## src/rtl/pwm_pkg.sv

```systemverilog
// Shared constants, FSM state encoding and duty helpers for the H-bridge PWM generator.
package pwm_pkg;

    localparam int unsigned CNT_W  = 8;
    localparam int unsigned DEAD_W = 6;

    typedef enum logic [1:0] {
        OFF_BOTH = 2'b00,
        HI_ON    = 2'b01,
        DEAD     = 2'b10,
        LO_ON    = 2'b11
    } pwm_state_e;

    // Saturate a duty word at a ceiling.
    function automatic logic [CNT_W-1:0] duty_clamp(input logic [CNT_W-1:0] d,
                                                    input logic [CNT_W-1:0] dmax);
        return (d > dmax) ? dmax : d;
    endfunction

endpackage

```

## src/rtl/pwm_deadtime.sv

```systemverilog
// Dead-time FSM for one complementary leg: never drives both switches, and
// always passes through DEAD before a switch turns on.
module pwm_deadtime
    import pwm_pkg::*;
#(
    parameter int unsigned DEAD_CYCLES = 4
) (
    input  logic clk,
    input  logic rst_n,
    input  logic raw,
    input  logic en,
    input  logic force_off,
    output logic pwm_hi,
    output logic pwm_lo
);

    localparam logic [DEAD_W-1:0] DEAD_LD = DEAD_W'(DEAD_CYCLES);
    localparam bit                NO_DEAD = (DEAD_CYCLES == 0);

    pwm_state_e        state;
    logic [DEAD_W-1:0] dead_cnt;

    // State, dead counter and gate enables; outputs are registered alongside the state.
    always_ff @(posedge clk or negedge rst_n) begin
        if (!rst_n) begin
            state    <= OFF_BOTH;
            dead_cnt <= '0;
            pwm_hi   <= 1'b0;
            pwm_lo   <= 1'b0;
        end else if (force_off || !en) begin
            state    <= OFF_BOTH;
            dead_cnt <= '0;
            pwm_hi   <= 1'b0;
            pwm_lo   <= 1'b0;
        end else begin
            pwm_hi <= 1'b0;
            pwm_lo <= 1'b0;
            case (state)
                OFF_BOTH: begin
                    if (NO_DEAD) begin
                        state  <= raw ? HI_ON : LO_ON;
                        pwm_hi <= raw;
                        pwm_lo <= !raw;
                    end else begin
                        state    <= DEAD;
                        dead_cnt <= DEAD_LD;
                    end
                end
                HI_ON: begin
                    if (raw) begin
                        pwm_hi <= 1'b1;
                    end else if (NO_DEAD) begin
                        state  <= LO_ON;
                        pwm_lo <= 1'b1;
                    end else begin
                        state    <= DEAD;
                        dead_cnt <= DEAD_LD;
                    end
                end
                LO_ON: begin
                    if (!raw) begin
                        pwm_lo <= 1'b1;
                    end else if (NO_DEAD) begin
                        state  <= HI_ON;
                        pwm_hi <= 1'b1;
                    end else begin
                        state    <= DEAD;
                        dead_cnt <= DEAD_LD;
                    end
                end
                DEAD: begin
                    // Only the demand seen at expiry decides which side turns on.
                    if (dead_cnt <= DEAD_W'(1)) begin
                        state  <= raw ? HI_ON : LO_ON;
                        pwm_hi <= raw;
                        pwm_lo <= !raw;
                    end else begin
                        dead_cnt <= dead_cnt - DEAD_W'(1);
                    end
                end
                default: state <= OFF_BOTH;
            endcase
        end
    end

endmodule

```

## src/rtl/hbridge_pwm_gen.sv

```systemverilog
// Carrier-based PWM generator for one H-bridge leg with shadowed duty,
// dead-time insertion and a latched fault shutdown.
// Optional build macro PWM_DUTY_CLAMP_EN: captured duty saturates at DUTY_MAX.
module hbridge_pwm_gen
    import pwm_pkg::*;
#(
    parameter int unsigned      PRESC_DIV   = 2,
    parameter int unsigned      DEAD_CYCLES = 4,
    parameter logic [CNT_W-1:0] DUTY_MAX    = 8'd242
) (
    input  logic             clk,
    input  logic             rst_n,
    input  logic             en,
    input  logic [CNT_W-1:0] duty,
    input  logic             duty_valid,
    input  logic             fault,
    input  logic             fault_clr,
    output logic             pwm_hi,
    output logic             pwm_lo,
    output logic             period_start,
    output logic             fault_active
);

    localparam int unsigned PRESC_W = (PRESC_DIV > 1) ? $clog2(PRESC_DIV) : 1;

    logic [PRESC_W-1:0] presc;
    logic [CNT_W-1:0]   cnt;
    logic [CNT_W-1:0]   pending_duty;
    logic [CNT_W-1:0]   active_duty;
    logic [CNT_W-1:0]   duty_cap_c;
    logic               tick_c;
    logic               wrap_c;
    logic               raw_c;
    logic               force_off_c;

    assign tick_c      = (presc == PRESC_W'(PRESC_DIV - 1));
    assign wrap_c      = tick_c && (cnt == '1);
    assign raw_c       = (cnt < active_duty);
    assign force_off_c = fault || fault_active;

`ifdef PWM_DUTY_CLAMP_EN
    assign duty_cap_c = duty_clamp(duty, DUTY_MAX);
`else
    assign duty_cap_c = duty;
    logic unused_duty_max;
    assign unused_duty_max = ^DUTY_MAX;
`endif

    // Prescaler and carrier; both parked at zero while the bridge is disabled.
    always_ff @(posedge clk or negedge rst_n) begin
        if (!rst_n) begin
            presc <= '0;
            cnt   <= '0;
        end else if (!en) begin
            presc <= '0;
            cnt   <= '0;
        end else begin
            presc <= tick_c ? '0 : presc + PRESC_W'(1);
            if (tick_c) begin
                cnt <= cnt + CNT_W'(1);
            end
        end
    end

    // Wrap marker and shadow-to-active duty transfer.
    always_ff @(posedge clk or negedge rst_n) begin
        if (!rst_n) begin
            period_start <= 1'b0;
            active_duty  <= '0;
        end else begin
            period_start <= en && wrap_c;
            if (en && wrap_c) begin
                active_duty <= pending_duty;
            end
        end
    end

    // Duty capture into the shadow register; runs regardless of enable.
    always_ff @(posedge clk or negedge rst_n) begin
        if (!rst_n) begin
            pending_duty <= '0;
        end else if (duty_valid) begin
            pending_duty <= duty_cap_c;
        end
    end

    // Fault latch; a live fault beats a simultaneous clear.
    always_ff @(posedge clk or negedge rst_n) begin
        if (!rst_n) begin
            fault_active <= 1'b0;
        end else if (fault) begin
            fault_active <= 1'b1;
        end else if (fault_clr) begin
            fault_active <= 1'b0;
        end
    end

    pwm_deadtime #(
        .DEAD_CYCLES (DEAD_CYCLES)
    ) u_deadtime (
        .clk       (clk),
        .rst_n     (rst_n),
        .raw       (raw_c),
        .en        (en),
        .force_off (force_off_c),
        .pwm_hi    (pwm_hi),
        .pwm_lo    (pwm_lo)
    );

endmodule

```

## config.mk

```make
export PLATFORM = sky130hd
export DESIGN_NAME = hbridge_pwm_gen
export DESIGN_NICKNAME = d
export VERILOG_FILES = /design/src/rtl/pwm_pkg.sv /design/src/rtl/pwm_deadtime.sv /design/src/rtl/hbridge_pwm_gen.sv
export SDC_FILE = /design/constraint.sdc
export NUM_CORES = 1
export LEC_CHECK = 0
export CAP_MARGIN = 5
export CELL_PAD_IN_SITES_DETAIL_PLACEMENT = 0
export CELL_PAD_IN_SITES_GLOBAL_PLACEMENT = 2
export CORE_ASPECT_RATIO = 0.9
export CORE_MARGIN = 5
export CORE_UTILIZATION = 25
export CTS_CLUSTER_SIZE = 40
export DETAILED_ROUTE_END_ITERATION = 8
export PLACE_DENSITY = 0.68
export SKIP_CTS_REPAIR_TIMING = 1
export SLEW_MARGIN = 20
export SYNTH_ARGS = -nofsm -noshare
export SYNTH_HDL_FRONTEND = slang
export SYNTH_SLANG_ARGS = --single-unit
```

## constraint.sdc

```tcl
create_clock -name clk -period 4.35 [get_ports clk]
set_input_delay 1.0875 -clock clk [delete_from_list [all_inputs] [get_ports clk]]
set_output_delay 1.0875 -clock clk [all_outputs]
set_load 0.01 [all_outputs]
```

# After elaboration in Yosys (flattened, before gate mapping)
# Index checks and enable logic that the tools add are counted.
totals:
  reg_bits: 37
  latch_bits: 0
  ram_bits: 0
  rom_bits: 0
  input_bits: 14
  output_inout_bits: 4
  elab_cells: 59
  memories: 0
op_classes:
  n_addsub: 3
  multipliers: 0
  div_mod_pow: 0
  magnitude_cmp: 2
  eq_ne: 9
  n_shift: 0
  n_mux: 25
  bitwise_logic: 0
  reduce_logical: 10
ops:
  columns: ["op", "n"]
  rows:
  - ["$mux W6", 4]
  - ["$pmux W6 S4", 1]
  - ["$mux W8", 2]
  - ["$mux W1", 10]
  - ["$mux W2", 5]
  - ["$add A8 B1 Y8 const B", 1]
  - ["$eq A8 B8 Y1 const B", 1]
  - ["$lt A8 B8 Y1", 1]
  - ["$pmux W2 S4", 1]
  - ["$le A6 B1 Y1 const B", 1]
  - ["$ne A3 B1 Y1 const B", 2]
  - ["$reduce_and A3 Y1", 2]
  - ["$sub A6 B1 Y6 const B", 1]
  - ["$eq A2 B2 Y1 const B", 2]
  - ["$pmux W1 S2", 2]
  - ["$ne A3 B2 Y1 const B", 1]
  - ["$ne A3 B3 Y1 const B", 1]
  - ["$eq A2 B1 Y1 const B", 1]
  - ["$logic_and A1 B1 Y1", 2]
  - ["$logic_not A1 Y1", 2]
  - ["$logic_not A2 Y1", 1]
  - ["$logic_or A1 B1 Y1", 2]
  - ["$ne A2 B1 Y1 const B", 1]
  - ["$reduce_bool A2 Y1", 1]
  - ["$add A1 B1 Y1 const B", 1]

# Depth between registers and ports, before layout
logic_depth:
  word_depth: 5
  depth_mapped: 8
  depth_no_buf: 8

# By module
# Synthesis repeated with hierarchy kept, for this count alone.
unflattened:
  hier_cells: 169
  hier_area_um2: 1916.8
modules_own_cells:
  columns: ["mod", "instances", "cells_per_inst", "area_each_um2"]
  rows:
  - ["hbridge_pwm_gen", 1, 103, 1268.7]
  - ["pwm_deadtime", 1, 66, 648.1]

# Least setup slack after synthesis
# Ideal clock, no wire load.
synth_path:
  path_type: "in2reg"
  start: "input fault"
  end: "register u_deadtime.dead_cnt[2]"
  arrival_ns: 1.936
  t_required_ns: 4.229
  setup_slack_ns: 2.293
  cell_stages: 5
  path_buffers: 0
  cell_sequence: "nor2_1 -> and2_1 -> nand3_1 -> o221a_1 -> o22a_1"
synth_via:
  elab_chain_len: 4
  word_cells_on_any_way: 7
  classes_between: "eq/ne: 3; mux: 1; reduce/logical: 3"
synth_rtl:
  columns: ["element", "line", "source"]
  rows:
  - ["start, declared", "hbridge_pwm_gen.sv:16", "input logic fault,"]
  - ["$logic_or A1 B1 Y1 (*)", "hbridge_pwm_gen.sv:39", "assign force_off_c = fault || fault_active;"]
  - ["$logic_or A1 B1 Y1 (*)", "pwm_deadtime.sv:30", "end else if (force_off || !en) begin"]
  - ["$ne A3 B2 Y1 (no line), or another cell as far along", null, null]
  - ["$reduce_and A3 Y1 (no line)", null, null]
  - ["end signal, assigned", "pwm_deadtime.sv:78", "dead_cnt <= dead_cnt - DEAD_W'(1);"]
  - ["end, declared", "pwm_deadtime.sv:21", "logic [DEAD_W-1:0] dead_cnt;"]
# Every way passes the cells marked *; elsewhere a longest branch is shown, timed or not.
# A chain may end at the register's enable or synchronous reset.

# Worst setup path in the final report
layout_path:
  start: "input en"
  end: "register u_deadtime.dead_cnt[2]"
layout_via:
  elab_chain_len: 4
  word_cells_on_any_way: 7
  classes_between: "eq/ne: 3; mux: 1; reduce/logical: 3"
layout_rtl:
  columns: ["element", "line", "source"]
  rows:
  - ["start, declared", "hbridge_pwm_gen.sv:13", "input logic en,"]
  - ["$logic_not A1 Y1 (*)", "pwm_deadtime.sv:30", null]
  - ["$logic_or A1 B1 Y1 (*)", "pwm_deadtime.sv:30", null]
  - ["$ne A3 B2 Y1 (no line), or another cell as far along", null, null]
  - ["$reduce_and A3 Y1 (no line)", null, null]
# Marks and branches as above.

==> out/metrics.yaml <==
placedCellCount: 282
die_w_um: 101
synth_seq_cells: 37
core_region_area_um2: 7110
p_seq_share_pct: 55.9
drc: 0
intPower_mw: 0.508
rows: 29
yosysUniqueCellTypes: 35
hold_path_end: "active_duty[3]"
clkTransAtPathRegs_ps: 70
period_share_pct: 57.3
stdcell_area_um2: 2210
ys_warn_count: 0
port_buffers: 17
setup_ws_ps: 1860
async_flop_share_pct: 100
syn_avg_cell_area_um2: 10.6
dpl.hpwl_mm: 2.57
layout-drive-gt1-share_pct: 10.2
synth_edf_count: 0
num_vias: 1252
drt.antenna.violating_nets: 0
status: "completed"
finalClockSkew_ps: 3.37
insertedDiodeCount: 0
rsz0062_at_grt: "false"
setup_viol: 0
ys_seq_area_share_pct: 50.1
powerDensity_nw_per_um2: 295
clk_latency_ps: 280
min_path_cells: 2
power.switching_mw: 0.144
whs_ps: 491
initial_core_util_pct: 26.0
p_leak_nw: 0.983
cts.path.max_buffers: 2
r2r-end: "u_deadtime.dead_cnt[2]"
first_iter_violations: 39
ios: 18
hold_violations: 0
grt-ovfl-total: 0
synthesis.nets: 201
fill_cells: 777
htreeDepth: 2
fin_util_pct: 31.1
fin_cells: 289
dr.pass1.iters: 3
finalSetupTns_ps: 0
placed_area_um2: 2130
reg2reg_from: "cnt[1]"
clock-root-buffer: "clkbuf_8"
die_h_um: 91.6
netlist_area_um2: 1850
critical_path_class: "input pin to register"
most-common-layout-cells: "dfrtp_1, inv_1, nand2_1, clkdlybuf4s50_1, ha_1"
worst_pin_slew_ps: 837
worst_ep_arrival_time_ps: 2660
slew_violations: 0
critPathMaxFanout: 12
antenna_found_initial: 0
cts_buffers: 5
wl_per_cell_um: 11.9
cts.sinks: 37
final_common_cell: "dfrtp_1"
hold_path_class: "register to register"
p_comb_share_pct: 7.6
nets: 223
clkPwrFrac_pct: 36.5
top_usage_layer: "met2"
maxSlewHeadroom_pct: 44.2
grtUsageMet3_pct: 1.99
cts_tree: "yes"
rrSetupSlack_ps: 2080
grtUsageMet1_pct: 10.7
fmax_ghz: 0.401
grt_max_degree: 38
grt_pass1_vias: 1289
worstPathRequired_ps: 4520
grtUsageMet2_pct: 12.7
groute.usage.overall_pct: 8.20
ir_drop_v: 0.000111
min_period_ps: 2490
post-place-ws_ps: 1530
viasPerCell: 4.33
power_mw: 0.653
synth_flop_cell: "dfrtp_1"
gp_congestion: 0.731
routed_wl_mm: 3.43
min-delay-start: "pending_duty[3]"
end_kind: "register"
switching_share_pct: 22.1
grt_pass1_wl_mm: 6.02
reg2reg_depth: 6
startpoint_type: "input pin"
synthesis.instances: 174
area_growth_pct: 19.7
dieArea_um2: 9220
max_cap_violations: 0
[power by group through the flow]
stage          registers [mW]  clock network [mW]  logic [mW]
5_1_grt                 0.367               0.270      0.0565
3_3_place_gp            0.372                   0      0.0515
2_1_floorplan           0.369                   0      0.0267
3_5_place_dp            0.372                   0      0.0516
6_report                0.365               0.238      0.0498
4_1_cts                 0.365               0.253      0.0519
[how the worst max path moves through the flow]
stage / start / to / slack, ps / depth (start not counted)
after floorplan: fault / u_deadtime.dead_cnt[2] / 2290 / 5
after global placement: en / u_deadtime.dead_cnt[2] / 1570 / 5
final: en / u_deadtime.dead_cnt[2] / 1860 / 5
after detailed placement: en / u_deadtime.dead_cnt[2] / 1530 / 5
after CTS: en / u_deadtime.dead_cnt[2] / 1830 / 5
after global routing: en / u_deadtime.dead_cnt[3] / 1690 / 6
[sequential cells by signal, summed over array words and instances, names as in the netlist]
name / flops
u_deadtime.state: 2
u_deadtime.pwm_lo: 1
presc: 1
active_duty: 8
u_deadtime.pwm_hi: 1
period_start: 1
fault_active: 1
cnt: 8
u_deadtime.dead_cnt: 6
pending_duty: 8
[metal layers]
| metal | routed length, um | part of all wire [%] | up-vias |
|---|---|---|---|
| met1 | 1720 | 50 | 596 |
| met5 | 0 | 0 | - |
| li1 | - | - | 639 |
| met4 | 22 | 0.64 | 0 |
| met2 | 1610 | 47 | 13 |
| met3 | 81 | 2.4 | 4 |
[Yosys cell counts (2+ instances only)]
master	instances	area (um^2)
xnor2_1	7	61.3
xor2_1	2	17.5
dfrtp_1	37	926
a21oi_1	7	35.0
nand4_1	5	31.3
nand2_1	17	63.8
ha_1	13	163
clkbuf_1	3	11.3
a31oi_1	2	12.5
nor3_1	4	20.0
and2_1	9	56.3
inv_1	17	63.8
o2bb2ai_1	2	17.5
o21ai_0	2	10.0
nor2_1	5	18.8
nand3_1	2	10.0
mux2_2	9	101
nor2b_1	3	18.8
o21ai_1	12	60.1
[critical path: stages]
cell	delay, ps
clkdlybuf4s50_1	680
and2_1	330
nand3_1	210
o221a_1	170
o22a_1	190
[cell type report]
class | instances | area (um^2) | share of cell area (%)
multi-input cells | 117 | 848 | 38.3
flip-flops and latches | 37 | 926 | 41.8
inverters | 17 | 63.8 | 2.88
clock buffers | 7 | 86.3 | 3.90
well taps | 93 | 116 | 5.26
repair buffers | 18 | 173 | 7.80
[logic make-up after synthesis]
kind of cell | count (synthesis) | synth area share (%)
compound gates | 34 | 12.0
xor+xnor | 9 | 4.26
fa+ha+maj | 13 | 8.80
buf+inv | 20 | 4.06
flops | 37 | 50.1
mux | 11 | 6.77
simple gates | 50 | 14.0
(Power assumes the default switching activity.)
